[config.mk]
export PLATFORM = sky130hd
export DESIGN_NAME = hc_64_prefix_sub_pipe
export DESIGN_NICKNAME = d
export VERILOG_FILES = /design/src/rtl/hc_64_prefix_sub_pipe.sv
export SDC_FILE = /design/constraint.sdc
export NUM_CORES = 1
export LEC_CHECK = 0
export ABC_CLOCK_PERIOD_IN_PS = 2050
export CAP_MARGIN = 40
export CORE_MARGIN = 2
export CORE_UTILIZATION = 48
export CTS_CLUSTER_DIAMETER = 40
export DETAILED_ROUTE_END_ITERATION = 6
export PLACE_DENSITY = 0.81
export SYNTH_ARGS = -nofsm -noshare
export SYNTH_HDL_FRONTEND = slang
export SYNTH_SLANG_ARGS = --single-unit
[constraint.sdc]
create_clock -name clk -period 2.05 [get_ports clk]
set_input_delay 0.3075 -clock clk [delete_from_list [all_inputs] [get_ports clk]]
set_output_delay 0.3075 -clock clk [all_outputs]
set_load 0.005 [all_outputs]
[src/rtl/hc_64_prefix_sub_pipe.sv]
// hc_64_prefix_sub_pipe: two-stage pipelined 64-bit parallel-prefix subtractor.
// Computes diff = a - b - bin as a + ~b + ~bin through a hybrid prefix tree.
// S1 holds the Brent-Kung up-sweep (spans 2/4/8/16). S2 holds two Kogge-Stone
// steps on positions 31/47 and the sparse down-sweep fill.
// Position 0 of the tree carries the carry-in; position i+1 is operand bit i.
// Optional macro HC_SUB_FLAGS_EN adds registered out_zero / out_lt_s flags.
//
// Handshake: a beat moves across an interface on the rising edge where
// valid & ready are both high. Each stage owns a valid bit and loads when it is
// empty or its successor drains in the same cycle. in_ready depends
// combinationally only on out_ready and the stage valid bits.
module hc_64_prefix_sub_pipe #(
  parameter int WIDTH     = 64,
  parameter int BK_LEVELS = 4
) (
  input  logic             clk,
  input  logic             rst_n,
  input  logic             in_valid,
  output logic             in_ready,
  input  logic [WIDTH-1:0] in_a,
  input  logic [WIDTH-1:0] in_b,
  input  logic             in_bin,
  output logic             out_valid,
  input  logic             out_ready,
  output logic [WIDTH-1:0] out_diff,
  output logic             out_bout,
  output logic             out_ovf
`ifdef HC_SUB_FLAGS_EN
  ,
  output logic             out_zero,
  output logic             out_lt_s
`endif
);

  // Stage control
  logic s1_valid_q;
  logic s2_valid_q;
  logic s1_adv;
  logic s2_adv;

  // Stage 1 datapath: raw propagate and in-place up-sweep group G/P
  logic [WIDTH:1] s1_p_d, s1_p_q;
  logic [WIDTH:0] s1_gg_d, s1_gg_q;
  logic [WIDTH:0] s1_gp_d, s1_gp_q;

  // Stage 2 datapath
  logic [WIDTH:0]   s2_c;
  logic             ks_g47;
  logic             ks_p47;
  logic [WIDTH-1:0] s2_diff_d, s2_diff_q;
  logic             s2_bout_d, s2_bout_q;
  logic             s2_ovf_d, s2_ovf_q;

  // Several group-propagate bits (prefix positions, position 64) are never read
  logic unused_gp;
  assign unused_gp = ^s1_gp_q;

  // Advance conditions: a stage loads when empty or its successor drains
  always_comb begin
    s2_adv   = ~s2_valid_q | out_ready;
    s1_adv   = ~s1_valid_q | s2_adv;
    in_ready = s1_adv;
  end

  // Up-sweep: after level l, position j with (j+1) % 2^(l+1) == 0 spans 2^(l+1) bits
  always_comb begin
    s1_p_d  = in_a ^ ~in_b;
    s1_gg_d = {in_a & ~in_b, ~in_bin};
    s1_gp_d = {in_a ^ ~in_b, 1'b0};
    for (int l = 0; l < BK_LEVELS; l++) begin
      for (int j = 0; j <= WIDTH; j++) begin
        if (((j + 1) % (2 << l)) == 0) begin
          s1_gg_d[j] = s1_gg_d[j] | (s1_gp_d[j] & s1_gg_d[j - (1 << l)]);
          s1_gp_d[j] = s1_gp_d[j] & s1_gp_d[j - (1 << l)];
        end
      end
    end
  end

  // Stage 1 register: data only loads on an accepted beat
  always_ff @(posedge clk or negedge rst_n) begin
    if (!rst_n) begin
      s1_valid_q <= 1'b0;
      s1_p_q     <= '0;
      s1_gg_q    <= '0;
      s1_gp_q    <= '0;
    end else if (s1_adv) begin
      s1_valid_q <= in_valid;
      if (in_valid) begin
        s1_p_q  <= s1_p_d;
        s1_gg_q <= s1_gg_d;
        s1_gp_q <= s1_gp_d;
      end
    end
  end

  // KS steps on 31/47, prefix at 63, then down-sweep fill; s2_c[j] = carry out of position j
  always_comb begin
    s2_c     = s1_gg_q;
    ks_g47   = s1_gg_q[47] | (s1_gp_q[47] & s1_gg_q[31]);
    ks_p47   = s1_gp_q[47] & s1_gp_q[31];
    s2_c[31] = s1_gg_q[31] | (s1_gp_q[31] & s1_gg_q[15]);
    s2_c[47] = ks_g47 | (ks_p47 & s1_gg_q[15]);
    s2_c[63] = s1_gg_q[63] | (s1_gp_q[63] & s2_c[47]);
    for (int l = BK_LEVELS - 1; l >= 0; l--) begin
      for (int j = 0; j < WIDTH; j++) begin
        if ((((j + 1) % (2 << l)) == (1 << l)) && (j >= (3 << l) - 1)) begin
          s2_c[j] = s2_c[j] | (s1_gp_q[j] & s2_c[j - (1 << l)]);
        end
      end
    end
    s2_c[WIDTH] = s1_gg_q[WIDTH] | (s1_p_q[WIDTH] & s2_c[WIDTH-1]);
    s2_diff_d   = s1_p_q ^ s2_c[WIDTH-1:0];
    s2_bout_d   = ~s2_c[WIDTH];
    // When the sign bits differ, p[64]=0 and the raw g[64] equals a[63]
    s2_ovf_d    = ~s1_p_q[WIDTH] & (s1_gg_q[WIDTH] ^ s2_c[WIDTH-1]);
  end

  // Stage 2 register: result holds while the output is stalled or on bubbles
  always_ff @(posedge clk or negedge rst_n) begin
    if (!rst_n) begin
      s2_valid_q <= 1'b0;
      s2_diff_q  <= '0;
      s2_bout_q  <= 1'b0;
      s2_ovf_q   <= 1'b0;
    end else if (s2_adv) begin
      s2_valid_q <= s1_valid_q;
      if (s1_valid_q) begin
        s2_diff_q <= s2_diff_d;
        s2_bout_q <= s2_bout_d;
        s2_ovf_q  <= s2_ovf_d;
      end
    end
  end

  assign out_valid = s2_valid_q;
  assign out_diff  = s2_diff_q;
  assign out_bout  = s2_bout_q;
  assign out_ovf   = s2_ovf_q;

`ifdef HC_SUB_FLAGS_EN
  logic s2_zero_q;
  logic s2_lt_s_q;

  // Flags ride with the S2 result and share its load enable
  always_ff @(posedge clk or negedge rst_n) begin
    if (!rst_n) begin
      s2_zero_q <= 1'b0;
      s2_lt_s_q <= 1'b0;
    end else if (s2_adv && s1_valid_q) begin
      s2_zero_q <= ~|s2_diff_d;
      s2_lt_s_q <= s2_diff_d[WIDTH-1] ^ s2_ovf_d;
    end
  end

  assign out_zero = s2_zero_q;
  assign out_lt_s = s2_lt_s_q;
`endif

endmodule

==> impl_metrics.tcl <==
set metrics [dict create \
    io_buffers 200 \
    finalMaxSlewViolations 0 \
    synthCells 1158 \
    synth-edff-count 0 \
    numCtsBuffers 28 \
    drc 0 \
    hpwl_mm 18.2 \
    cts_tree "done" \
    root_buffer "clkbuf_16" \
    max_stage_delay_ps 400 \
    die_h_um 154 \
    drive_gt1_share_pct 8.40 \
    synth_compound_area_share_pct 8.45 \
    grt_use_total_pct 21.9 \
    required_ps 2450 \
    final.setup.worst_slack_ps 20.8 \
    synth_top_area_cell "dfrtp_1" \
    antenna_left 0 \
    clk_latency_ps 530 \
    powerDensity_nw_per_um2 1020 \
    grt_antenna_before_repair 0 \
    cts.reportedPaths.clkPinSlew_ps 60 \
    die_width_um 154 \
    r2r_start "s1_gg_q[31]" \
    synth_top_family_by_area "simple AND/OR/NAND/NOR gates" \
    finalSetupTns_ps 0 \
    crit_start "s1_gg_q[31]" \
    worstHoldPathType "in2async" \
    top_layer_used "met4" \
    worst_pin_slew_ps 615 \
    via_per_inst 5.10 \
    crit_chain "a21o_1, a21o_1, buf_4, a21o_1, a21o_1, ha_1, mux2_1" \
    clk_path_buf_depth 3 \
    coreArea_um2 22000 \
    cp_max_fo 4 \
    ys_ff_latch 225 \
    crit_path_end_kind "register" \
    async_flop_share_pct 100 \
    critPathSlowestCell "dfrtp_1" \
    worstPathArrival_ps 2430 \
    wirelength_mm 25.6 \
    place_ws_ps -202 \
    r2r_slack_ps 20 \
    synth_xor_area_share_pct 2.67 \
    synth.area.mux_share_pct 3.73 \
    slew_headroom_pct 57.9 \
    drtIter0Drc 427 \
    ys_warn_count 0 \
    dr_wl_met2_mm 12.2 \
    wl_per_cell_um 15.1 \
    timing.final.crit_share_pct 99.0 \
    setup_violations 0 \
    critical_path_class "reg2reg" \
    ys_top_cells_by_area "dfrtp_1 52%, nand2_1 15%, ha_1 11%" \
    syn_nets 1387 \
    wl_met1_mm 11.6 \
    finalCriticalPeriod_ps 2030 \
    grt_pass1_wl_mm 42.9 \
    placementRows 54 \
    synth_commonest_cells "425 x nand2_1, 225 x dfrtp_1, 96 x ha_1" \
    boundaryPins 201 \
    crit_top_cell "a21o_1" \
    synth-adder-area-share_pct 11.1 \
    rsz0062_at_grt "yes" \
    cts_sinks 225 \
    synth.most_common_cell "nand2_1" \
    fin_util_pct 66.4 \
    gp_congestion 0.824 \
    startpoint_type "register" \
    skew_ps 19.5 \
    final_hold_viol_count 0 \
    drt_first_pass_iters 5 \
    grt_max_degree 68 \
    final_cells 1696 \
    synthesis.area_um2 10800 \
    hold_ws_ps 344 \
    drv_cap 0 \
    fmax_mhz 493 \
    htreeDepth 1 \
    status "complete, no violations" \
    ys.flop_type "dfrtp_1" \
    die_area_um2 23800 \
    place_inst 1644 \
    area_delta_synth_final_pct 34.7 \
    grt_overflow_total 0 \
    nets 1625 \
    vias 8652 \
    diodes 0 \
    dr_wl_met3_mm 1.38 \
    ir_drop_v 0.000587 \
    synthSimpleGateAreaFrac_pct 17.8 \
    syn_area_per_cell_um2 9.35 \
    yosysTopAreaCellShare_pct 52.0 \
    leakagePower_nw 7.44 \
    ys_seq_area_share_pct 52.0 \
    grt_pass1_vias 8960 \
    start_util_pct 49.3 \
    netlist-cell-type-count 30 \
]
==> worst paths after layout <==
kind | end | cells past startpoint
setup reg to reg | out_diff[53] | 7
min in group clk | s1_gg_q[0] | 2
setup / recovery | out_diff[53] | 7
hold reg to reg | s1_gp_q[31] | 2
hold / removal | s1_gg_q[58] | 2
max in group asynchronous | out_diff[14] | 3
==> critical path, delay by kind of cell (launching register included) <==
kind	cells	cell delay, ps
adders and majority gates	1	260
buffers and inverters	1	160
muxes	1	270
AOI/OAI and AO/OA	4	820
DFF	1	400
==> where the power goes <==
part           internal (W)  switching, W  leakage (nW)  total (W)
combinational       0.00211       0.00158          4.15    0.00369
clock               0.00325       0.00192         0.484    0.00517
sequential          0.00539      0.000638          2.80    0.00603
total                0.0107       0.00413          7.44     0.0149
==> sequential cells by signal (all words and copies together) (netlist names) <==
signal and cells:
s1_gg_q 65, out_diff 64, s1_p_q 64, s1_gp_q 28
out_bout 1, out_ovf 1, out_valid 1, s1_valid_q 1
==> cell type report <==
cell class / count / area [µm²]
inverters: 65 / 244
well taps: 280 / 350
multi-input cells: 823 / 4840
clock buffers: 36 / 792
flip-flops and latches: 225 / 5630
repair buffers: 253 / 2510
fillers: 1697 / 7380
clock inverters: 14 / 203
==> logic make-up after synthesis <==
group / after synthesis
adder cells (fa/ha/maj): 96
buffers and inverters: 110
multiplexers: 36
AO/OA/AOI/OAI: 159
XOR/XNOR: 33
flip-flops: 225
AND/OR/NAND/NOR: 499
==> cells in the final DEF (no fill, tap or decap), types with 4 or more instances in the layout <==
| master | Yosys | final |
|---|---|---|
| o21ai_1 | 18 | 24 |
| nand2_1 | 425 | 423 |
| ha_1 | 96 | 92 |
| nor2_2 | 0 | 4 |
| clkdlybuf4s50_1 | 0 | 199 |
| dfrtp_1 | 225 | 225 |
| bufinv_16 | 0 | 4 |
| mux2_1 | 35 | 31 |
| a21o_1 | 30 | 29 |
| o21ai_0 | 66 | 60 |
| clkinv_4 | 0 | 5 |
| xor2_1 | 31 | 31 |
| buf_12 | 0 | 8 |
| buf_4 | 1 | 43 |
| nand3_1 | 7 | 7 |
| clkbuf_8 | 0 | 4 |
| a21oi_1 | 32 | 32 |
| nor2_1 | 49 | 43 |
| inv_1 | 65 | 65 |
| clkbuf_16 | 0 | 29 |
| mux2_4 | 0 | 4 |
| nand4_1 | 9 | 9 |
==> per-stage QoR <==
step                      cell area [µm²]  total power, W
final                               14600          0.0149
after global routing                14600          0.0157
after CTS                           14500          0.0149
after detailed placement            13500         0.00968
after global placement              13500         0.00953
after floorplan                     10800         0.00749
==> routing by layer <==
layer  vias up  track usage [%]
met3        37             2.71
met1      4099             30.0
met4         0             5.34
met2       282             37.2
li1       4234                -
met5         -                0
==> timing repair <==
item                                   CTS  global route
setup endpoints to repair               10            13
gates resized for setup                  0            26
pin swaps                                8            12
hold buffers                             1             0
endpoints found under the hold margin   59             0
setup buffers                            1             0
cloned                                   0             0
(Power assumes the default switching activity.)
